<file path="src/rtl/stopwatch_defs.sv">
// ---------------------------------------------------------------------------
// stopwatch_defs
// Shared definitions for the lap stopwatch datapath: control-word layout,
// prescaler mode encoding, seven-segment blank code and the per-digit BCD
// step helper used by the counter chain.
// No ports (package).
// ---------------------------------------------------------------------------
package stopwatch_defs;

    localparam int CW_WIDTH = 8;

    // Bit positions inside the control word issued by the stopwatch FSM.
    localparam int CW_PRE_LSB  = 0;
    localparam int CW_PRE_MSB  = 1;
    localparam int CW_ADVANCE  = 2;
    localparam int CW_CLEAR    = 3;
    localparam int CW_PUSH     = 4;
    localparam int CW_SHOW_LAP = 5;
    localparam int CW_DOWN     = 6;
    localparam int CW_RECALL   = 7;

    // Prescaler modes carried in cw[1:0]; 2'b10 is reserved and behaves as hold.
    typedef enum logic [1:0] {
        PRE_HOLD = 2'b00,
        PRE_DOWN = 2'b01,
        PRE_RSVD = 2'b10,
        PRE_LOAD = 2'b11
    } pre_mode_e;

    localparam logic [6:0] BLANK_SEG = 7'b1111111;

    typedef struct packed {
        logic [3:0] digit;
        logic       carry;
    } bcd_step_t;

    // One BCD digit of a ripple up/down chain. carry means "carry" when
    // counting up and "borrow" when counting down.
    function automatic bcd_step_t bcd_step(input logic [3:0] d,
                                           input logic       cin,
                                           input logic       down);
        bcd_step_t r;
        r.digit = d;
        r.carry = 1'b0;
        if (cin) begin
            if (!down) begin
                if (d >= 4'd9) begin
                    r.digit = 4'd0;
                    r.carry = 1'b1;
                end else begin
                    r.digit = d + 4'd1;
                end
            end else begin
                if (d == 4'd0) begin
                    r.digit = 4'd9;
                    r.carry = 1'b1;
                end else begin
                    r.digit = d - 4'd1;
                end
            end
        end
        return r;
    endfunction

endpackage

</file>
<file path="src/rtl/lap_stopwatch_datapath_if.sv">
// ---------------------------------------------------------------------------
// lap_stopwatch_datapath_if
// Bundle between the stopwatch FSM / display side and the datapath.
//   cw        control word from the FSM
//   tick      prescaler terminal count
//   wrap      one-cycle pulse after the BCD chain wraps
//   lap_count number of valid laps (saturates at LAP_DEPTH)
//   lap_age   recall position, 0 = newest
//   hex       active-low seven-segment codes, digit 0 in [6:0]
// Protocol: there is no valid/ready handshake. cw is sampled on every rising
// edge and its register effects are visible after that edge; the outputs are
// always valid and are read by the consumer whenever it needs them.
// ---------------------------------------------------------------------------
interface lap_stopwatch_datapath_if #(
    parameter int DIGITS    = 3,
    parameter int LAP_DEPTH = 4
);
    localparam int CNT_W = $clog2(LAP_DEPTH + 1);
    localparam int AGE_W = $clog2(LAP_DEPTH);

    logic [stopwatch_defs::CW_WIDTH-1:0] cw;
    logic                                tick;
    logic                                wrap;
    logic [CNT_W-1:0]                    lap_count;
    logic [AGE_W-1:0]                    lap_age;
    logic [7*DIGITS-1:0]                 hex;

    // FSM / display side.
    modport master (
        output cw,
        input  tick, wrap, lap_count, lap_age, hex
    );

    // Datapath side.
    modport slave (
        input  cw,
        output tick, wrap, lap_count, lap_age, hex
    );
endinterface

</file>
<file path="src/rtl/bcd_to_sevenseg.sv">
// ---------------------------------------------------------------------------
// bcd_to_sevenseg
// Combinational BCD to seven-segment decoder, active-low, bit0 = segment a.
//   bcd_i  4-bit digit value
//   seg_o  segment code; values 10-15 decode to all segments off
// ---------------------------------------------------------------------------
module bcd_to_sevenseg
    import stopwatch_defs::*;
(
    input  logic [3:0] bcd_i,
    output logic [6:0] seg_o
);
    always_comb begin
        seg_o = BLANK_SEG;
        case (bcd_i)
            4'd0:    seg_o = 7'b1000000;
            4'd1:    seg_o = 7'b1111001;
            4'd2:    seg_o = 7'b0100100;
            4'd3:    seg_o = 7'b0110000;
            4'd4:    seg_o = 7'b0011001;
            4'd5:    seg_o = 7'b0010010;
            4'd6:    seg_o = 7'b0000010;
            4'd7:    seg_o = 7'b1111000;
            4'd8:    seg_o = 7'b0000000;
            4'd9:    seg_o = 7'b0010000;
            default: seg_o = BLANK_SEG;
        endcase
    end
endmodule

</file>
<file path="src/rtl/lap_stopwatch_datapath.sv">
// ---------------------------------------------------------------------------
// lap_stopwatch_datapath
// Stopwatch datapath: tick prescaler, DIGITS-wide up/down BCD counter with
// wrap pulse, LAP_DEPTH-deep circular lap buffer with recall, and a
// seven-segment display mux showing either the live count or a recalled lap.
//   clk     rising-edge clock
//   resetn  asynchronous active-low reset
//   bus     lap_stopwatch_datapath_if.slave (cw in; tick, wrap, lap_count,
//           lap_age, hex out)
// ---------------------------------------------------------------------------
module lap_stopwatch_datapath
    import stopwatch_defs::*;
#(
    parameter int DIGITS    = 3,
    parameter int LAP_DEPTH = 4,
    parameter int TICK_DIV  = 5
)
(
    input  logic                    clk,
    input  logic                    resetn,
    lap_stopwatch_datapath_if.slave bus
);
    localparam int PRE_W = $clog2(TICK_DIV);
    localparam int CNT_W = $clog2(LAP_DEPTH + 1);
    localparam int PTR_W = $clog2(LAP_DEPTH);

    localparam logic [PRE_W-1:0] PRE_RELOAD = PRE_W'(TICK_DIV - 1);
    localparam logic [CNT_W-1:0] LAP_FULL   = CNT_W'(LAP_DEPTH);
    localparam logic [PTR_W-1:0] PTR_LAST   = PTR_W'(LAP_DEPTH - 1);

    // Control word decode.
    logic      advance, clear, push, show_lap, down, recall;
    pre_mode_e pre_mode;

    assign pre_mode = pre_mode_e'(bus.cw[CW_PRE_MSB:CW_PRE_LSB]);
    assign advance  = bus.cw[CW_ADVANCE];
    assign clear    = bus.cw[CW_CLEAR];
    assign push     = bus.cw[CW_PUSH];
    assign show_lap = bus.cw[CW_SHOW_LAP];
    assign down     = bus.cw[CW_DOWN];
    assign recall   = bus.cw[CW_RECALL];

    // State.
    logic [PRE_W-1:0]                      pre_q, pre_d;
    logic [DIGITS-1:0][3:0]                bcd_q, bcd_d;
    logic                                  wrap_q, wrap_d;
    logic [LAP_DEPTH-1:0][DIGITS-1:0][3:0] laps_q, laps_d;
    logic [PTR_W-1:0]                      wr_ptr_q, wr_ptr_d;
    logic [CNT_W-1:0]                      lap_count_q, lap_count_d;
    logic [PTR_W-1:0]                      lap_age_q, lap_age_d;

    // Prescaler: in count-down mode it sits at 0 for exactly one cycle
    // (tick high) and reloads on the following edge.
    always_comb begin
        pre_d = pre_q;
        case (pre_mode)
            PRE_DOWN: pre_d = (pre_q == '0) ? PRE_RELOAD : pre_q - PRE_W'(1);
            PRE_LOAD: pre_d = PRE_RELOAD;
            default:  pre_d = pre_q;
        endcase
    end

    // BCD chain. The carry/borrow leaving the top digit is set only when
    // every digit rolled over, which is exactly the wrap condition.
    logic [DIGITS-1:0][3:0] stepped;
    logic                   chain_carry;

    always_comb begin
        bcd_step_t st;
        stepped     = bcd_q;
        chain_carry = 1'b1;
        for (int i = 0; i < DIGITS; i++) begin
            st          = bcd_step(bcd_q[i], chain_carry, down);
            stepped[i]  = st.digit;
            chain_carry = st.carry;
        end
    end

    always_comb begin
        bcd_d  = bcd_q;
        wrap_d = 1'b0;
        if (clear) begin
            bcd_d = '0;
        end else if (advance) begin
            bcd_d  = stepped;
            wrap_d = chain_carry;
        end
    end

    // Lap buffer. A push stores the value held before this edge, so an
    // advance in the same cycle does not leak into the stored lap.
    logic [CNT_W-1:0] age_inc;

    always_comb begin
        laps_d      = laps_q;
        wr_ptr_d    = wr_ptr_q;
        lap_count_d = lap_count_q;
        lap_age_d   = lap_age_q;
        age_inc     = CNT_W'(lap_age_q) + CNT_W'(1);
        if (clear && push) begin
            // Clear-with-push empties the lap history instead of writing.
            lap_count_d = '0;
            lap_age_d   = '0;
        end else if (push) begin
            laps_d[wr_ptr_q] = bcd_q;
            wr_ptr_d         = (wr_ptr_q == PTR_LAST) ? '0 : wr_ptr_q + PTR_W'(1);
            if (lap_count_q != LAP_FULL) begin
                lap_count_d = lap_count_q + CNT_W'(1);
            end
            lap_age_d = '0;
        end else if (recall && (lap_count_q != '0)) begin
            lap_age_d = (age_inc >= lap_count_q) ? '0 : PTR_W'(age_inc);
        end
    end

    always_ff @(posedge clk or negedge resetn) begin
        if (!resetn) begin
            pre_q       <= PRE_RELOAD;
            bcd_q       <= '0;
            wrap_q      <= 1'b0;
            laps_q      <= '0;
            wr_ptr_q    <= '0;
            lap_count_q <= '0;
            lap_age_q   <= '0;
        end else begin
            pre_q       <= pre_d;
            bcd_q       <= bcd_d;
            wrap_q      <= wrap_d;
            laps_q      <= laps_d;
            wr_ptr_q    <= wr_ptr_d;
            lap_count_q <= lap_count_d;
            lap_age_q   <= lap_age_d;
        end
    end

    // Recall index = (wr_ptr - 1 - age) mod LAP_DEPTH; the 2*LAP_DEPTH bias
    // keeps the sum non-negative so the modulo works for any depth.
    logic [PTR_W-1:0] rd_idx;

    always_comb begin
        int rd_sum;
        rd_sum = int'(wr_ptr_q) + 2 * LAP_DEPTH - 1 - int'(lap_age_q);
        rd_idx = PTR_W'(rd_sum % LAP_DEPTH);
    end

    logic blank_all;
    assign blank_all = show_lap && (lap_count_q == '0);

    wire [7*DIGITS-1:0] hex_w;

    for (genvar g = 0; g < DIGITS; g++) begin : g_digit
        logic [3:0] digit_sel;
        logic [6:0] seg;

        assign digit_sel = show_lap ? laps_q[rd_idx][g] : bcd_q[g];

        bcd_to_sevenseg u_dec (
            .bcd_i (digit_sel),
            .seg_o (seg)
        );

        assign hex_w[7*g +: 7] = blank_all ? BLANK_SEG : seg;
    end

    assign bus.tick      = (pre_q == '0);
    assign bus.wrap      = wrap_q;
    assign bus.lap_count = lap_count_q;
    assign bus.lap_age   = lap_age_q;
    assign bus.hex       = hex_w;

endmodule

</file>
<file path="src/flat_wrapper.sv">
// flat-port wrapper written by rule: the top's interface ports become plain ports
module lap_stopwatch_datapath_flat import stopwatch_defs::*;
#(
    parameter int DIGITS    = 3,
    parameter int LAP_DEPTH = 4,
    parameter int TICK_DIV  = 5
)
  (clk, resetn, bus_cw, bus_tick, bus_wrap, bus_lap_count, bus_lap_age, bus_hex);
  lap_stopwatch_datapath_if #(.DIGITS(DIGITS), .LAP_DEPTH(LAP_DEPTH)) bus_i ();
  input  logic clk;
  input  logic resetn;
  input wire logic [$bits(bus_i.cw)-1:0] bus_cw;
  output wire logic [$bits(bus_i.tick)-1:0] bus_tick;
  output wire logic [$bits(bus_i.wrap)-1:0] bus_wrap;
  output wire logic [$bits(bus_i.lap_count)-1:0] bus_lap_count;
  output wire logic [$bits(bus_i.lap_age)-1:0] bus_lap_age;
  output wire logic [$bits(bus_i.hex)-1:0] bus_hex;
  assign bus_i.cw = bus_cw;
  assign bus_tick = bus_i.tick;
  assign bus_wrap = bus_i.wrap;
  assign bus_lap_count = bus_i.lap_count;
  assign bus_lap_age = bus_i.lap_age;
  assign bus_hex = bus_i.hex;
  lap_stopwatch_datapath #(.DIGITS(DIGITS), .LAP_DEPTH(LAP_DEPTH), .TICK_DIV(TICK_DIV)) u_core (.clk(clk), .resetn(resetn), .bus(bus_i));
endmodule
</file>
<file path="config.mk">
export PLATFORM = sky130hd
export DESIGN_NAME = lap_stopwatch_datapath_flat
export DESIGN_NICKNAME = d
export VERILOG_FILES = /design/src/rtl/stopwatch_defs.sv /design/src/rtl/lap_stopwatch_datapath_if.sv /design/src/rtl/bcd_to_sevenseg.sv /design/src/rtl/lap_stopwatch_datapath.sv /design/src/flat_wrapper.sv
export SDC_FILE = /design/constraint.sdc
export NUM_CORES = 1
export LEC_CHECK = 0
export ABC_CLOCK_PERIOD_IN_PS = 2700
export CORE_ASPECT_RATIO = 0.75
export CORE_MARGIN = 2
export CORE_UTILIZATION = 53
export DETAILED_ROUTE_END_ITERATION = 8
export PLACE_DENSITY_LB_ADDON = 0.1
export REMOVE_ABC_BUFFERS = 1
export SLEW_MARGIN = 20
export SYNTH_ARGS = -nofsm -noshare
export SYNTH_HDL_FRONTEND = slang
export SYNTH_SLANG_ARGS = --single-unit
</file>
<file path="constraint.sdc">
create_clock -name clk -period 2.7 [get_ports clk]
set_clock_uncertainty 0.15 [all_clocks]
set_input_delay 0.405 -clock clk [delete_from_list [all_inputs] [get_ports clk]]
set_output_delay 0.405 -clock clk [all_outputs]
set_load 0.02 [all_outputs]
</file>
==> flow_summary.json, run 1 <==
{
  "run_status": "finished, violations left",
  "violated_checks": "negative setup slack",
  "post-synth-top-area-cell": "dfrtp_1",
  "numClockSinks": 71,
  "grt_pass1_vias": 4155,
  "detailedRoute.firstPassIterationCount": 5,
  "timing.setup.critical_path_class": "flip-flop to output pin",
  "hold_path_depth": 2,
  "post_drt_via_cell_ratio": 5.91,
  "synthMostInstantiatedCell": "dfrtp_1",
  "finalMaxSlewViolations": 0,
  "detail_route.wl_per_cell_um": 18.8,
  "area.sequential_um2": 1780,
  "diodes": 0,
  "postSynth.asyncResetShare": 1.00,
  "yosys_warnings": 0,
  "synthesis.instances": 492,
  "dr_total_vias": 4234,
  "synth_seq_cells": 71,
  "design_power_total_mw": 5.70,
  "clk-insertion-delay-late_ns": 0.33,
  "worst_hold_slack_ns": 0.327,
  "critPathLaunchType": "flip-flop",
  "worstRegToRegCells": 9,
  "fmax_mhz": 296,
  "internal_power_mw": 3.54,
  "register_share_of_total_power": 0.247,
  "setup_viol_count_final": 21,
  "routed_wl_mm": 13.5,
  "ios": 38,
  "hp-class": "flip-flop to flip-flop",
  "ctsRootBufferMaster": "clkbuf_16",
  "number_of_nets_in_the_layout": 650,
  "swShare": 0.378,
  "portBuffers": 37,
  "power_per_cell_area_nw_per_um2": 892,
  "nFillCells": 570,
  "multi_input_comb_area_um2": 2980,
  "global_route.overflow_total": 0,
  "globalRouteTotalUtil": 0.277,
  "layout_setup_ws_ns": -0.674,
  "chip_width_um": 112,
  "synth_edf_count": 0,
  "cts.htree.levels": 3,
  "routabilityCongestion": 0.878,
  "hold_start": "u_core.laps_q[21]",
  "drt_iter0_drc": 326,
  "synth-seq-area-share": 0.383,
  "endpoint_of_the_most_critical_register_to_register_path": "u_core.bus.lap_age[0]",
  "dieArea_um2": 9540,
  "drive_above_1_share": 0.331,
  "final_antenna_net_count": 0,
  "crit_path_max_fanout": 5,
  "timing_hold_violations_final": 0,
  "hpwlAfterDp_mm": 8.52,
  "arrival_ns": 2.82,
  "start_util": 0.547,
  "placement.cell_area_um2": 5620,
  "cts-root-to-sink-buffers": 2,
  "combPwrFrac": 0.549,
  "antenna_found_initial": 0,
  "syn2layout_area_growth_pct": 37.4,
  "fp.coreArea_um2": 8490,
  "clkPwrFrac": 0.204,
  "synth_area_um2": 4640,
  "peakVddDrop_uv": 804,
  "required_worst_endpoint_ns": 2.14,
  "worstSetupEndpointType": "output pin",
  "post-route-min-period_ns": 3.37,
  "clk_transition_reported_paths_ns": 0.05,
  "worst_tran_pin_value_ns": 0.481,
  "grt_start_max_net_pins": 56,
  "power_leakage_nw": 2.92,
  "grt_setup_unrepaired": "yes",
  "timing.max_slew.rel_slack": 0.679,
  "final_area_um2": 6380,
  "netlist-cell-type-count": 61,
  "syn_avg_cell_area_um2": 9.44,
  "most_used_flip_flop_cell_after_synthesis": "dfrtp_1",
  "drv.max_cap_violation_count": 0,
  "whs_endpoint": "u_core.laps_q[21]",
  "die_y_um": 85.1,
  "critical_path.reg2reg.startpoint": "u_core.bus.lap_age[0]",
  "synth_top_cell_area_share": 0.377,
  "final_min_period_over_clock_period": 1.25,
  "std_cell_rows": 29,
  "synthTopCellsByCount": "dfrtp_1, nand2_1, o21ai_0",
  "grt_pass1_wl_mm": 20.9,
  "power.switching_mw": 2.16,
  "regToRegSetupSlack_ns": 0.15,
  "tritoncts": "built",
  "final_core_util": 0.752,
  "top_area_cells_in_the_synthesized_netlist": "dfrtp_1, ha_1, o21ai_0, mux2i_1, nand2_1",
  "post-place-ws_ns": -0.755,
  "number_of_cts_inserted_buffers": 9,
  "drcViolationCount": 0
}
metal layers:
layer / track usage / part of all wire / vias up
li1: - / - / 1979
met1: 0.363 / 0.43 / 2064
met2: 0.468 / 0.49 / 160
met3: 0.0600 / 0.052 / 31
met4: 0.0831 / 0.024 / 0
met5: 0 / 0 / -
critical path: stages (launching register included):
cell and delay, ns:
dfrtp_1 0.41, ha_4 0.35, buf_6 0.15, buf_6 0.13, mux2i_2 0.24, mux2i_2 0.12
mux2i_1 0.19, buf_4 0.20, nor4_4 0.05, buf_4 0.17, a31oi_1 0.22, buf_2 0.23
cells by family after synthesis:
group / share of synthesized area
xor gates and xnor gates: 0.00700
AOI/OAI and AO/OA: 0.188
buffers and inverters: 0.0506
and+or+nand+nor: 0.143
muxes: 0.129
adders and majority gates: 0.0997
DFF: 0.383
sequential cells by signal, indices dropped and copies added (netlist names):
name                  flops
u_core.laps_q            48
u_core.bus.wrap           1
u_core.bus.lap_age        2
u_core.pre_q              3
u_core.bcd_q             12
u_core.bus.lap_count      3
u_core.wr_ptr_q           2
final cells by class:
type,instances,share of cell area
flip-flops and latches,71,0.279
clock inverters,1,0.00470
repair buffers,125,0.168
clock buffers,15,0.0404
multi-input cells,363,0.467
inverters,33,0.0202
well taps,108,0.0212
repair_timing:
item | 4_1_cts | 5_1_grt
hold buffers | 1 | 0
pin swaps | 13 | 12
resized for setup | 175 | 41
setup buffers | 11 | 7
setup endpoints to repair | 21 | 21
endpoints found under the hold margin | 15 | 0
how the worst max path moves through the flow:
stage | from | end | slack, ns | cells past startpoint
floorplan | u_core.bus.lap_age[0] | bus_hex[9] | -1.06 | 9
global placement | u_core.bus.lap_age[0] | bus_hex[9] | -0.68 | 11
detailed placement | u_core.bus.lap_age[0] | bus_hex[7] | -0.76 | 11
CTS | u_core.wr_ptr_q[0] | bus_hex[9] | -0.59 | 10
global route | u_core.bus.lap_age[0] | bus_hex[7] | -0.76 | 11
finish | u_core.wr_ptr_q[0] | bus_hex[14] | -0.67 | 11
stage by stage:
stage,instances,TNS (ns)
floorplan,467,-15.08
global placement,685,-12.68
detailed placement,685,-13.59
CTS,712,-9.84
global route,716,-13.74
finish,716,-11.42
power groups by stage:
stage | Combinational (mW) | Clock (mW) | Sequential (mW)
after global placement | 2.42 | 0 | 1.40
after floorplan | 1.39 | 0 | 1.40
after CTS | 2.79 | 1.17 | 1.40
after detailed placement | 2.50 | 0 | 1.41
final | 3.13 | 1.16 | 1.40
after global routing | 3.34 | 1.22 | 1.42
layout by cell type (no fill, tap or decap), types with 4 or more instances in the layout:
cell type	n
ha_1	26
nand2_1	64
buf_6	18
buf_2	5
a21oi_1	19
inv_2	6
nand2b_1	8
clkbuf_16	9
inv_1	25
clkdlybuf4s50_1	15
buf_4	83
ha_4	10
o211ai_1	4
a21o_1	6
clkbuf_1	5
mux2i_1	22
mux2_2	12
a211oi_1	6
a21oi_2	6
nor2_1	21
nand3_1	8
mux2_4	8
o21ai_0	54
nor3b_1	4
nor3_1	4
dfrtp_1	70
a31oi_1	5
Power figures use the tool's default switching activity.
==> inputs of run 2 (changes only) <==
Settings changed: HOLD_SLACK_MARGIN from default to 0.08.
==> results of run 2 <==
The final DEF is identical to that of run 1; final timing and power are the same.
==> RTL change 1, RTL diff (flow settings as in run 2) <==
`LAP_DEPTH` is set to 4 in 3 places; all go to 2.
--- a/src/rtl/lap_stopwatch_datapath_if.sv
+++ b/src/rtl/lap_stopwatch_datapath_if.sv
@@ -13,7 +13,7 @@
 // ---------------------------------------------------------------------------
 interface lap_stopwatch_datapath_if #(
     parameter int DIGITS    = 3,
-    parameter int LAP_DEPTH = 4
+    parameter int LAP_DEPTH = 2
 );
     localparam int CNT_W = $clog2(LAP_DEPTH + 1);
     localparam int AGE_W = $clog2(LAP_DEPTH);
--- a/src/rtl/lap_stopwatch_datapath.sv
+++ b/src/rtl/lap_stopwatch_datapath.sv
@@ -12,7 +12,7 @@
     import stopwatch_defs::*;
 #(
     parameter int DIGITS    = 3,
-    parameter int LAP_DEPTH = 4,
+    parameter int LAP_DEPTH = 2,
     parameter int TICK_DIV  = 5
 )
 (
--- a/src/flat_wrapper.sv
+++ b/src/flat_wrapper.sv
@@ -2,7 +2,7 @@
 module lap_stopwatch_datapath_flat import stopwatch_defs::*;
 #(
     parameter int DIGITS    = 3,
-    parameter int LAP_DEPTH = 4,
+    parameter int LAP_DEPTH = 2,
     parameter int TICK_DIV  = 5
 )
   (clk, resetn, bus_cw, bus_tick, bus_wrap, bus_lap_count, bus_lap_age, bus_hex);
Ports: changed (resized bus_lap_age and bus_lap_count); port bits go from 38 to 36. The function was not compared with the original's and may differ.
==> RTL change 1 against run 2 <==
The run still ends with negative setup slack left; total power fell by 44%; sequential power fell by 37%; first-iteration DRC count fell by 41%; routed wire length fell by 40%; area after synthesis fell by 32%; sequential share of layout area fell by 2.5 points; cell area fell by 32%; sequential cell count fell by 27; worst hold slack improved by 0.0093 ns; setup slack improved by 0.44 ns; maximum frequency rose by 15%; clock power fell by 54%; synthesized cell count fell by 26%; global-route usage fell by 3.4 points; largest cell class unchanged; largest power group unchanged.
==> RTL change 1: results (changes against run 2) <==
outcome:
  status: "complete, but fails checks"  # unchanged
  violations: "negative setup slack"  # unchanged
cts:
  clock-root-buffer: "clkbuf_8"  # was clkbuf_16
  cts_buffers: 5  # was 9
  clk_latency_ns: 0.29  # was 0.33 ns
  htreeDepth: 2  # was 3
  cts.clk_slew.worst_paths_ns: 0.09  # was 0.05 ns
critical_path:
  worstPathArrival_ns: 2.38  # was 2.82 ns
  r2r_start: "u_core.bcd_q[0]$_DFFE_PN0P_"  # was u_core.bus.lap_age[0]$_DFFE_PN0P_
  crit_start: "u_core.wr_ptr_q$_DFFE_PN0P_"  # was u_core.wr_ptr_q[0]$_DFFE_PN0P_
  crit_path_end: "bus_hex[0]"  # was bus_hex[14]
  r2r_end: "u_core.bcd_q[10]$_DFFE_PN0P_"  # was u_core.bus.lap_age[0]$_DFFE_PN0P_
  r2r_cells: 8  # was 9
timing:
  finalSetupTns_ns: -2.71  # was -11.42 ns
  worst_pin_slew_ns: 0.575  # was 0.481 ns
  worst_slack_ns: -0.238  # was -0.674 ns
  holdWs_ns: 0.337  # was 0.327 ns
  setup_violations: 19  # was 21
min_path:
  hold_path_end: "u_core.laps_q[17]$_DFFE_PN0P_"  # was u_core.laps_q[21]$_DFFE_PN0P_
cells_and_area:
  reg.largest.list: "u_core.laps_q (24), u_core.bcd_q (12), u_core.pre_q (3)"  # was u_core.laps_q (48), u_core.bcd_q (12)
  stdcell_count: 530  # was 716
  nets: 476  # was 650
pwr:
  p_sw_share_pct: 37.9  # was 37.8%
  p_leak_nw: 1.92  # was 2.92 nW
  pg_comb_mw: 1.79  # was 3.13 mW
  powerClk_mw: 0.531  # was 1.16 mW
  vdd_ir_drop_max_v: 0.000334  # was 0.000804 V
  combPwrFrac_pct: 55.9  # was 54.9%
place:
  io_buffers: 35  # was 37
  placed_cells: 509  # was 685
  routabilityCongestion: 0.862  # was 0.878
  placed_cell_area_um2: 3940  # was 5620 um^2
  place_hpwl_mm: 5.40  # was 8.52 mm
  pre_cts_slack_ns: -0.398  # was -0.755 ns
synth:
  yosysSeqAreaShare_pct: 34.9  # was 38.3%
  avgSynthCellArea_um2: 8.72  # was 9.44 um^2
  synthTopCellsByCount: "47 x nor2_1, 43 x dfrtp_1, 35 x nand2_1"  # was 70 x dfrtp_1, 65 x nand2_1, 59 x o21ai_0
  synthTopCellsByArea: "dfrtp_1 34%, mux2_2 6.1%, ha_1 5.9%, nor2_1 5.6%, o21ai_0 4.8%"  # was dfrtp_1 38%, ha_1 10%, o21ai_0 6.4%, mux2i_1 5.8%, nand2_1 5.3%
global_routing:
  grt_pass1_wl_mm: 12.9  # was 20.9 mm
  grt_pass1_vias: 2714  # was 4155
  grtUsageTotal_pct: 24.3  # was 27.7%
detailed_routing:
  viasPerCell: 5.67  # was 5.91
  drtIter0Drc: 191  # was 326
  dr.pass1.iters: 4  # was 5
  drt_wl_total_mm: 8.10  # was 13.5 mm
==> RTL change 1: cell types whose count changed after synthesis, sizes merged, moves of 17 or more <==
cell / change
mux2i: -17
inv: -19
nor2: +22
ha: -22
dfrtp: -27
nand2: -30
o21ai: -27
==> RTL change 1: repair_timing <==
| action | 4_1_cts | 5_1_grt |
|---|---|---|
| endpoints found under the hold margin | 0 | 43 |
| cloned | 0 | 1 |
| hold buffers | 0 | 1 |
| pin swaps | 1 | 16 |
| setup endpoints to repair | 21 | 21 |
| resized for setup | 84 | 65 |
| buffers inserted | 1 | 11 |
==> RTL change 1: critical path: stages (launching register included) <==
cell and delay (ns):
dfrtp_2 0.45, xor2_4 0.24, buf_12 0.15, buf_12 0.11, mux2i_4 0.23, a21oi_2 0.12
or2_2 0.34, o22ai_2 0.14, nand2_1 0.06, clkdlybuf4s15_2 0.24
==> RTL change 1: layer usage <==
layer | share of wire, % | vias up | global-route usage, %
li1 | - | 1479 | -
met1 | 49 | 1426 | 38.0
met2 | 44 | 91 | 36.2
met3 | 5.3 | 11 | 4.26
met4 | 1.2 | 0 | 3.92
met5 | 0 | - | 0
==> RTL change 1: final cells by class <==
| cell class | count | area, um^2 |
|---|---|---|
| Clock buffer | 6 | 82.6 |
| Clock inverter | 2 | 38.8 |
| Fill cell | 414 | 1450 |
| Inverter | 14 | 52.6 |
| Multi-Input combinational cell | 284 | 2080 |
| Sequential cell | 44 | 1100 |
| Tap cell | 78 | 97.6 |
| Timing Repair Buffer | 102 | 891 |
==> RTL change 1: cell families (layout without fill, tap and decap cells) <==
logic type      Yosys count  after routing  synth area share [%]
flops                    44             44                  34.9
compound gates          109            109                  24.1
fa+ha+maj                15             15                  5.95
mux                      27             27                  9.24
buf+inv                  34            124                  4.64
xor+xnor                  5              5                  1.63
simple gates            128            128                  19.5
==> RTL change 2, RTL diff (settings of run 2) <==
Made on the original files. Reset style: synchronous (`resetn`), changed in one clocked block. Comments in the files are not updated.
--- a/src/rtl/lap_stopwatch_datapath.sv
+++ b/src/rtl/lap_stopwatch_datapath.sv
@@ -113,7 +113,7 @@
         end
     end
 
-    always_ff @(posedge clk or negedge resetn) begin
+    always_ff @(posedge clk) begin
         if (!resetn) begin
             pre_q       <= PRE_RELOAD;
             bcd_q       <= '0;
Function: differs if resetn is asserted again (counterexample within 4 cycles, from zero or initial values and one cycle with resetn low); with resetn held inactive, the same outputs for 4 cycles.
==> RTL change 2 against run 2 <==
The flow still finishes with violations (negative setup slack); count of clock-buffer cells in the layout shrank 6; sequential cell count is the same; area after synthesis shrank 2.6%; routed wire length grew 2.0%; setup slack gained 0.031 ns; cell area shrank 1.8%; largest cell class unchanged.
Power is not compared: it rests on default switching activity, and its combinational part moved more than twofold at a synthesized area within 25%.
==> RTL change 2: results (changes against run 2) <==
detailed_routing:
  drt_wl_total_mm: 13.7  # was 13.5 mm
  routed-wl-met3_um: 853  # was 707 um
  wl_per_cell_um: 18.2  # was 18.8 um
  wl_met2_mm: 6.36  # was 6.58 mm
  drtIter0Drc: 431  # was 326
cells_and_area:
  fillers: 587  # was 570
  inv_count: 19  # was 33
  buf_share_pct: 17.5  # was 16.8%
  nClkBuffers: 9  # was 15
global_routing:
  gr-usage-met3_pct: 5.01  # was 6.00%
  grtUsageTotal_pct: 26.3  # was 27.7%
  grt_pass1_wl_mm: 19.9  # was 20.9 mm
  grt_pass1_vias: 3954  # was 4155
  grt_max_degree: 47  # was 56
  met2_usage_pct: 41.7  # was 46.8%
place:
  routabilityCongestion: 0.876  # was 0.878
  pre_cts_slack_ns: -0.794  # was -0.755 ns
synth:
  syn-instance-count: 548  # was 492
  synthTopCellsByArea: "dfxtp_1 31%, nand2_1 9.3%, a21boi_0 8.6%, ha_1 6.9%, mux2i_1 4.2%"  # was dfrtp_1 38%, ha_1 10%, o21ai_0 6.4%, mux2i_1 5.8%, nand2_1 5.3%
  synthFlopType: "dfxtp_1"  # was dfrtp_1
  synthArstFlopShare_pct: 0  # was 100%
  yosysSeqAreaShare_pct: 31.4  # was 38.3%
cts:
  cts-resized-gates: 172  # was 175
  post_cts_buffers: 10  # was 11
critical_path:
  crit_start: "u_core.bus.lap_age[0]$_SDFFE_PP0P_"  # was u_core.wr_ptr_q[0]$_DFFE_PN0P_
  critPathMaxFanout: 4  # was 5
  worstPathArrival_ns: 2.79  # was 2.82 ns
  r2r_end: "u_core.bcd_q[10]$_SDFFE_PP0P_"  # was u_core.bus.lap_age[0]$_DFFE_PN0P_
min_path:
  hold_path_end: "u_core.laps_q[46]$_SDFFE_PN0P_"  # was u_core.laps_q[21]$_DFFE_PN0P_
outcome:
  status: "complete, but fails checks"  # unchanged
  violations: "negative setup slack"  # unchanged
timing:
  worst_slack_ns: -0.642  # was -0.674 ns
  setup_violations: 21  # unchanged
  holdWs_ns: 0.312  # was 0.327 ns
-- RTL change 2: cell types whose count changed after synthesis, moves of 8 or more --
cell / run 2 / this run
a21boi_0: 0 / 52
inv_1: 33 / 18
o21ai_0: 59 / 23
clkbuf_1: 15 / 31
dfrtp_1: 70 / 0
mux2_2: 18 / 6
dfxtp_1: 0 / 71
mux2i_1: 27 / 19
ha_1: 37 / 25
nand2_1: 65 / 112
-- RTL change 2: worst reg2reg max path, stage by stage, from the launching register on --
cell and delay, ns:
dfxtp_1 0.31, inv_1 0.18, buf_4 0.17, ha_1 0.18
nor4bb_2 0.35, a31oi_1 0.16, or3_1 0.44, or3_1 0.39
a21oi_1 0.14
-- RTL change 2: logic make-up after synthesis --
kind of cell | share of synthesized area [%]
fa+ha+maj | 6.92
simple gates | 20.1
compound gates | 24.0
mux | 11.5
xor+xnor | 1.11
buf+inv | 4.98
flops | 31.4
